$ cat src/rtl/dr32e_dmem_pkg.sv
// dr32e_dmem_pkg: shared types, constants and helpers for the data-memory controller.
// The optional grant-stall feature is enabled with the DR32E_DMEM_STALL_EN macro.
`timescale 1ns/1ps
package dr32e_dmem_pkg;

    // Grant FSM: IDLE issues zero-wait grants, STALL counts down a sampled delay.
    typedef enum logic [0:0] {
        IDLE  = 1'b0,
        STALL = 1'b1
    } dmem_state_e;

    // Default byte address of SRAM word 0 (4-byte aligned).
    localparam logic [31:0] DMEM_BASE_ADDR = 32'h0001_0000;

    // Native data width of the byte-enable expansion below.
    localparam int unsigned DMEM_DW = 32;

    // Expand 4 byte enables into a per-bit write mask, one lane per quarter word.
    function automatic logic [DMEM_DW-1:0] be_to_mask(input logic [3:0] be);
        logic [DMEM_DW-1:0] mask;
        mask = '0;
        for (int i = 0; i < 4; i++) begin
            mask[i*(DMEM_DW/4) +: (DMEM_DW/4)] = {(DMEM_DW/4){be[i]}};
        end
        return mask;
    endfunction

endpackage

$ cat src/rtl/dr32e_dmem_stall.sv
// dr32e_dmem_stall: grant-delay FSM, only instantiated when DR32E_DMEM_STALL_EN is defined.
// Samples the stall count on the first request cycle seen in IDLE and holds it
// for the whole request, so later changes of stall_cycles_i are ignored.
`timescale 1ns/1ps
module dr32e_dmem_stall
    import dr32e_dmem_pkg::*;
(
    input  logic       clk_i,
    input  logic       rst_i,
    input  logic       req_i,
    input  logic [3:0] stall_cycles_i,
    output logic       gnt_o
);

    dmem_state_e state_q, state_d;
    logic [3:0]  cnt_q, cnt_d;

    // State and counter registers.
    always_ff @(posedge clk_i) begin
        if (rst_i) begin
            state_q <= IDLE;
            cnt_q   <= 4'd0;
        end else begin
            state_q <= state_d;
            cnt_q   <= cnt_d;
        end
    end

    // Next state: the counter is loaded with N-1 so the grant lands N cycles after req rises.
    always_comb begin
        state_d = state_q;
        cnt_d   = cnt_q;
        gnt_o   = 1'b0;
        case (state_q)
            IDLE: begin
                if (req_i) begin
                    if (stall_cycles_i == 4'd0) begin
                        gnt_o = 1'b1;
                    end else begin
                        cnt_d   = stall_cycles_i - 4'd1;
                        state_d = STALL;
                    end
                end
            end
            STALL: begin
                if (cnt_q == 4'd0) begin
                    gnt_o   = 1'b1;
                    state_d = IDLE;
                end else begin
                    cnt_d = cnt_q - 4'd1;
                end
            end
            default: state_d = IDLE;
        endcase
    end

endmodule

$ cat src/rtl/dr32e_dmem_ctrl.sv
// dr32e_dmem_ctrl: LSU-slave data-memory controller driving a 1-cycle-latency SRAM.
// Define DR32E_DMEM_STALL_EN to add the stall_cycles_i port and grant-delay counter.
`timescale 1ns/1ps
module dr32e_dmem_ctrl
    import dr32e_dmem_pkg::*;
#(
    parameter int unsigned MemDataWidth = 32,
    parameter logic [31:0] BaseAddr     = DMEM_BASE_ADDR,
    parameter int unsigned MemWords     = 4096,
    localparam int unsigned AddrW       = $clog2(MemWords)
) (
    input  logic                    clk_i,
    input  logic                    rst_i,
    input  logic                    data_req_i,
    input  logic [31:0]             data_addr_i,
    input  logic                    data_we_i,
    input  logic [3:0]              data_be_i,
    input  logic [MemDataWidth-1:0] data_wdata_i,
    output logic                    data_gnt_o,
    output logic                    data_rvalid_o,
    output logic [MemDataWidth-1:0] data_rdata_o,
    output logic                    data_bus_err_o,
    output logic                    sram_req_o,
    output logic                    sram_we_o,
    output logic [AddrW-1:0]        sram_addr_o,
    output logic [MemDataWidth-1:0] sram_wmask_o,
    output logic [MemDataWidth-1:0] sram_wdata_o,
    input  logic [MemDataWidth-1:0] sram_rdata_i
`ifdef DR32E_DMEM_STALL_EN
    ,
    input  logic [3:0]              stall_cycles_i
`endif
);

    localparam logic [31:0] WindowBytes = 32'(MemWords * 4);

    logic [31:0] offset;
    logic        hit;
    logic        gnt;
    logic        access;
    logic        store;
    logic        pend_q, pend_d;
    logic        we_q, we_d;
    logic        err_q, err_d;
    logic        unused_offset_bits;

    // Unsigned subtract: addresses below the base wrap to huge offsets and miss.
    assign offset = data_addr_i - BaseAddr;
    assign hit    = (offset < WindowBytes);

    // Byte-lane bits and bits above the window never select a word.
    assign unused_offset_bits = ^{offset[31:AddrW+2], offset[1:0]};

`ifdef DR32E_DMEM_STALL_EN
    logic stall_gnt;

    dr32e_dmem_stall u_stall (
        .clk_i          (clk_i),
        .rst_i          (rst_i),
        .req_i          (data_req_i),
        .stall_cycles_i (stall_cycles_i),
        .gnt_o          (stall_gnt)
    );

    assign gnt = data_req_i & ~rst_i & stall_gnt;
`else
    assign gnt = data_req_i & ~rst_i;
`endif

    // Only a granted in-window access touches the SRAM; a faulting store never writes.
    assign access       = gnt & hit;
    assign store        = access & data_we_i;
    assign data_gnt_o   = gnt;
    assign sram_req_o   = access;
    assign sram_we_o    = store;
    assign sram_addr_o  = access ? offset[AddrW+1:2] : '0;
    assign sram_wmask_o = store ? MemDataWidth'(be_to_mask(data_be_i)) : '0;
    assign sram_wdata_o = store ? data_wdata_i : '0;

    assign pend_d = gnt;
    assign we_d   = data_we_i;
    assign err_d  = ~hit;

    // Response register captured at grant; reset drops any pending response.
    always_ff @(posedge clk_i) begin
        if (rst_i) begin
            pend_q <= 1'b0;
            we_q   <= 1'b0;
            err_q  <= 1'b0;
        end else begin
            pend_q <= pend_d;
            we_q   <= we_d;
            err_q  <= err_d;
        end
    end

    // Responses are masked during reset so every output reads 0 while it is held.
    assign data_rvalid_o  = pend_q & ~rst_i;
    assign data_bus_err_o = pend_q & err_q & ~rst_i;
    assign data_rdata_o   = (pend_q & ~we_q & ~err_q & ~rst_i) ? sram_rdata_i : '0;

    // The LSU must hold a request until it is granted.
    req_held_a: assert property (@(posedge clk_i) disable iff (rst_i)
        (data_req_i && !data_gnt_o) |=> data_req_i);

endmodule

$ cat config.mk
export PLATFORM = sky130hd
export DESIGN_NAME = dr32e_dmem_ctrl
export DESIGN_NICKNAME = d
export VERILOG_FILES = /design/src/rtl/dr32e_dmem_pkg.sv /design/src/rtl/dr32e_dmem_stall.sv /design/src/rtl/dr32e_dmem_ctrl.sv
export SDC_FILE = /design/constraint.sdc
export NUM_CORES = 1
export LEC_CHECK = 0
export BUFFER_PORTS_ARGS = -buffer_cell sky130_fd_sc_hd__buf_2
export CORE_AREA = 2 2 85 87
export CTS_CLUSTER_DIAMETER = 120
export CTS_CLUSTER_SIZE = 40
export DETAILED_ROUTE_END_ITERATION = 8
export DIE_AREA = 0 0 87 89
export PLACE_DENSITY_LB_ADDON = 0.15
export SYNTH_ARGS = -nofsm -noshare
export SYNTH_HDL_FRONTEND = slang
export SYNTH_SLANG_ARGS = --single-unit
$ cat constraint.sdc
create_clock -name clk_i -period 1.78 [get_ports clk_i]
set_input_delay 0.267 -clock clk_i [delete_from_list [all_inputs] [get_ports clk_i]]
set_output_delay 0.267 -clock clk_i [all_outputs]
set_load 0.01 [all_outputs]
; Yosys cells after proc, flatten, opt, wreduce, memory -nomap -nowiden
; Cells that the tools add are included.
[word_totals]
inputBits = 104
out_inout_bits = 113
regBits = 3
[classes]
order_cmp = 1
muxes = 4
bitwise = 13
add_sub_neg = 1
[ops]
columns = op, n
row1 = 32-bit two-way mux, 3
row2 = 32-bit by 15-bit < comparator with 1-bit output (second input constant), 1
row3 = 32-bit by 17-bit subtractor with 32-bit output (second input constant), 1
row4 = 12-bit two-way mux, 1
row5 = 1-bit bitwise AND, 9
row6 = 1-bit inverter, 4

; Depth between registers and ports, before layout
[depth]
word_depth = 5
depth_mapped = 6
depth_no_buf = 3

; Least setup slack after synthesis
; Ideal clock, no wire load.
[synth_timing]
kind = in2out
startpoint = input port data_addr_i[30]
endpoint = output port sram_wmask_o[10]
required_time_ns = 1.513
path_buffers = 2
setup_slack_ns = -0.068
arrival_ns = 1.581
stages = 5
path_cell_list = nor3_1 > nand4_4 > buf_6 > nor3_2 > buf_4
[synth_between]
elab_chain_cells = 5
[synth_lines]
columns = item, line
row1 = from (decl), dr32e_dmem_ctrl.sv:15  ; input logic [31:0] data_addr_i,
row2 = 32-bit by 17-bit subtractor with 32-bit output, dr32e_dmem_ctrl.sv:48  ; assign offset = data_addr_i - BaseAddr;
row3 = 32-bit by 15-bit < comparator with 1-bit output, dr32e_dmem_ctrl.sv:49  ; assign hit = (offset < WindowBytes);
row4 = 1-bit bitwise AND, dr32e_dmem_ctrl.sv:71  ; assign access = gnt & hit;
row5 = 1-bit bitwise AND, dr32e_dmem_ctrl.sv:72  ; assign store = access & data_we_i;
row6 = 32-bit two-way mux, dr32e_dmem_ctrl.sv:77  ; assign sram_wmask_o = store ? MemDataWidth'(be_to_mask(data_be_i)) : '0;
row7 = to (decl), dr32e_dmem_ctrl.sv:26  ; output logic [MemDataWidth-1:0] sram_wmask_o,
; No other way between the ends.

; Worst setup path after layout
[layout_timing]
startpoint = input port data_addr_i[26]
endpoint = output port sram_wmask_o[17]
; The elaborated chain is that of the path after synthesis.

==> summary.md <==
| Metric | Value |
|---|---|
| Post-synthesis register bit count | `3` |
| DRT iter0 DRCs | `26` |
| Post-DP HPWL | `4580 um` |
| Initial core utilization | `21.9%` |
| Routed wire length per instance | `11.8 um` |
| DIE HEIGHT | `89 um` |
| Gr usage total | `12.5%` |
| Final WL | `5520 um` |
| Post-Place Cell Area | `2520 um^2` |
| Power, Total | `506 uW` |
| # fillers | `706` |
| Largest area contributor in the netlist | `nor3_2` |
| Synth area leaders | `nor3_2 (34%), buf_4 (14%), and2_1 (14%), nand3_1 (12%), dfxtp_1 (4.1%)` |
| Share of post-route cells with drive strength above 1 | `76.6%` |
| Relative slew slack | `76.0%` |
| Met1 wire length | `2200 um` |
| Rows | `30` |
| Worst IR Drop VDD | `127 uV` |
| Area growth syn-to-layout | `79.7%` |
| Final hold viol count | `0` |
| Total grt overflow | `0` |
| Core box area | `6720 um^2` |
| Hold Crit Class | `input pin to flip-flop` |
| H-tree lvl count | `1` |
| Power Dens Cells | `191 nW/um^2` |
| RSZ-0062 raised after global routing | `yes` |
| Multi-input gate area in the final layout | `1100 um^2` |
| Vias per cell | `4.25` |
| Num Clock Sinks | `3` |
| Sequential area share after synthesis | `4.08%` |
| DIE AREA | `7740 um^2` |
| Inserted Diodes | `0` |
| Top Ports | `217` |
| Post-synth top area share | `34.0%` |
| CTS Buf Count | `3` |
| Endpoint class of the critical path | `output port` |
| CP Max Fanout | `15` |
| Post-route cell area | `2650 um^2` |
| # nets final | `494` |
| Port bufs | `214` |
| DR top layer | `met4` |
| Die width | `87 um` |
| GPL Wtd Cong | `0.766` |
| Initial antenna violation count | `0` |
| Leak pwr | `1.41 nW` |
| Met3 routed WL | `436 um` |
| DP Cell Count | `460` |
| CTS tree | `done` |
| Worst Path Required | `1.51 ns` |
| Worst-path clk slew | `0.03 ns` |
| Syn nets | `305` |
| Largest net degree at the start of global routing | `34` |
| Most common cell after layout, fill and taps aside | `buf_2` |
| Synthesized cell area | `1470 um^2` |
| Yosys warnings | `0` |
| Max cap viols | `0` |
| Setup violations, final | `0` |
| Final Critical Period | `1.74 ns` |
| Drc violations | `0` |
| Fin cells | `469` |
| CTS root buf | `clkbuf_8` |
| Final Cycle Share | `97.9%` |
| Synth cell types | `23` |
| Post-CTS Hold Buffers | `0` |
| Number of global-route vias before repair | `1,586` |
| Syn Inst Count | `201` |
| First-pass GRT wire length | `7850 um` |
| Clock Tree Buf Depth | `2` |
| WL met2 | `2860 um` |
| Vias | `1,993` |
| Pre-antenna DRT Iters | `5` |
| Most frequent cells in the layout | `buf_2 (212), nor3_2 (50), nand3_1 (36), and2_1 (33)` |
| Crit path DAT | `1.48 ns` |
| Avg Inst Size Synth | `7.33 um^2` |
| Fmax | `574 MHz` |
| Final Max Slew Viols | `0` |
| Register Area | `60.1 um^2` |
| Remaining antenna violation count | `0` |
| Status | `finished clean` |
| Worst Tran Pin Value | `0.361 ns` |
| Startpoint types | `input pin` |
| Setup CP Type | `input pin to output port` |
| Final total negative setup slack | `0 ns` |
## flip-flops by register name, indices dropped and copies added, names as in the netlist
| signal | cells |
|---|---|
| we_q | 1 |
| pend_q | 1 |
| err_q | 1 |
## cells in the mapped netlist
master,n
and2_1,33
buf_1,2
buf_2,6
buf_4,28
buf_6,5
clkbuf_1,8
clkbuf_2,2
dfxtp_1,3
inv_1,1
nand2_1,14
nand3_1,36
nand4_4,1
nor2_1,1
nor2b_1,3
nor2b_2,1
nor3_1,1
nor3_2,50
nor3b_2,1
nor4_1,1
nor4_4,1
nor4b_1,1
o21ba_2,1
xor2_1,1
## worst max-delay path: stages
cell and delay (ns):
buf_6 0.09, nor4_4 0.31, nand4_4 0.15, buf_12 0.18, nor3_2 0.17, buf_4 0.16, buf_2 0.13
## kinds of logic (layout without fill, tap and decap cells)
logic type	Yosys count	in the layout	share of synthesized area, %
AO/OA/AOI/OAI	1	1	0.680
buffers and inverters	52	240	23.6
AND/OR/NAND/NOR	144	144	71.0
flip-flops	3	3	4.08
XOR/XNOR	1	1	0.595
## metal layers
metal / up-vias / GRT usage, %
li1: 1024 / -
met2: 94 / 21.8
met1: 873 / 16.0
met5: - / 0
met3: 2 / 2.03
met4: 0 / 2.98
## report_power, final
part | switching, mW | internal, mW | total (mW)
registers | 0.00221 | 0.0714 | 0.0736
clock network | 0.0463 | 0.153 | 0.199
logic | 0.105 | 0.129 | 0.234
## stage by stage
stage / hold slack, ns / util (%) / setup slack (ns)
2_1_floorplan: 0.339 / - / -0.0679
3_3_place_gp: 0.510 / 37.6 / -0.0310
3_5_place_dp: 0.513 / 37.6 / -0.0261
4_1_cts: 0.295 / 38.7 / -0.000609
5_1_grt: 0.322 / 39.4 / -0.0542
6_report: 0.297 / 39.4 / 0.0368
## final cells by class
class / instances / share of cell area [%]
repair buffers: 235 / 50.4
multi-input cells: 146 / 41.7
well taps: 80 / 3.78
flip-flops and latches: 3 / 2.27
clock buffers: 4 / 1.70
inverters: 1 / 0.142
## worst paths after layout
path | from | endpoint | depth (start not counted)
worst min-delay path | data_req_i | pend_q | 2
worst max-delay path | data_addr_i[26] | sram_wmask_o[17] | 7
## what timing repair did
item,CTS,global route
pin swaps,1,3
endpoints found under the hold margin,0,0
cloned,0,0
setup buffers,3,2
setup endpoints to repair,33,76
gates resized for setup,2,5
No activity file was read; power rests on OpenSTA's default activity.
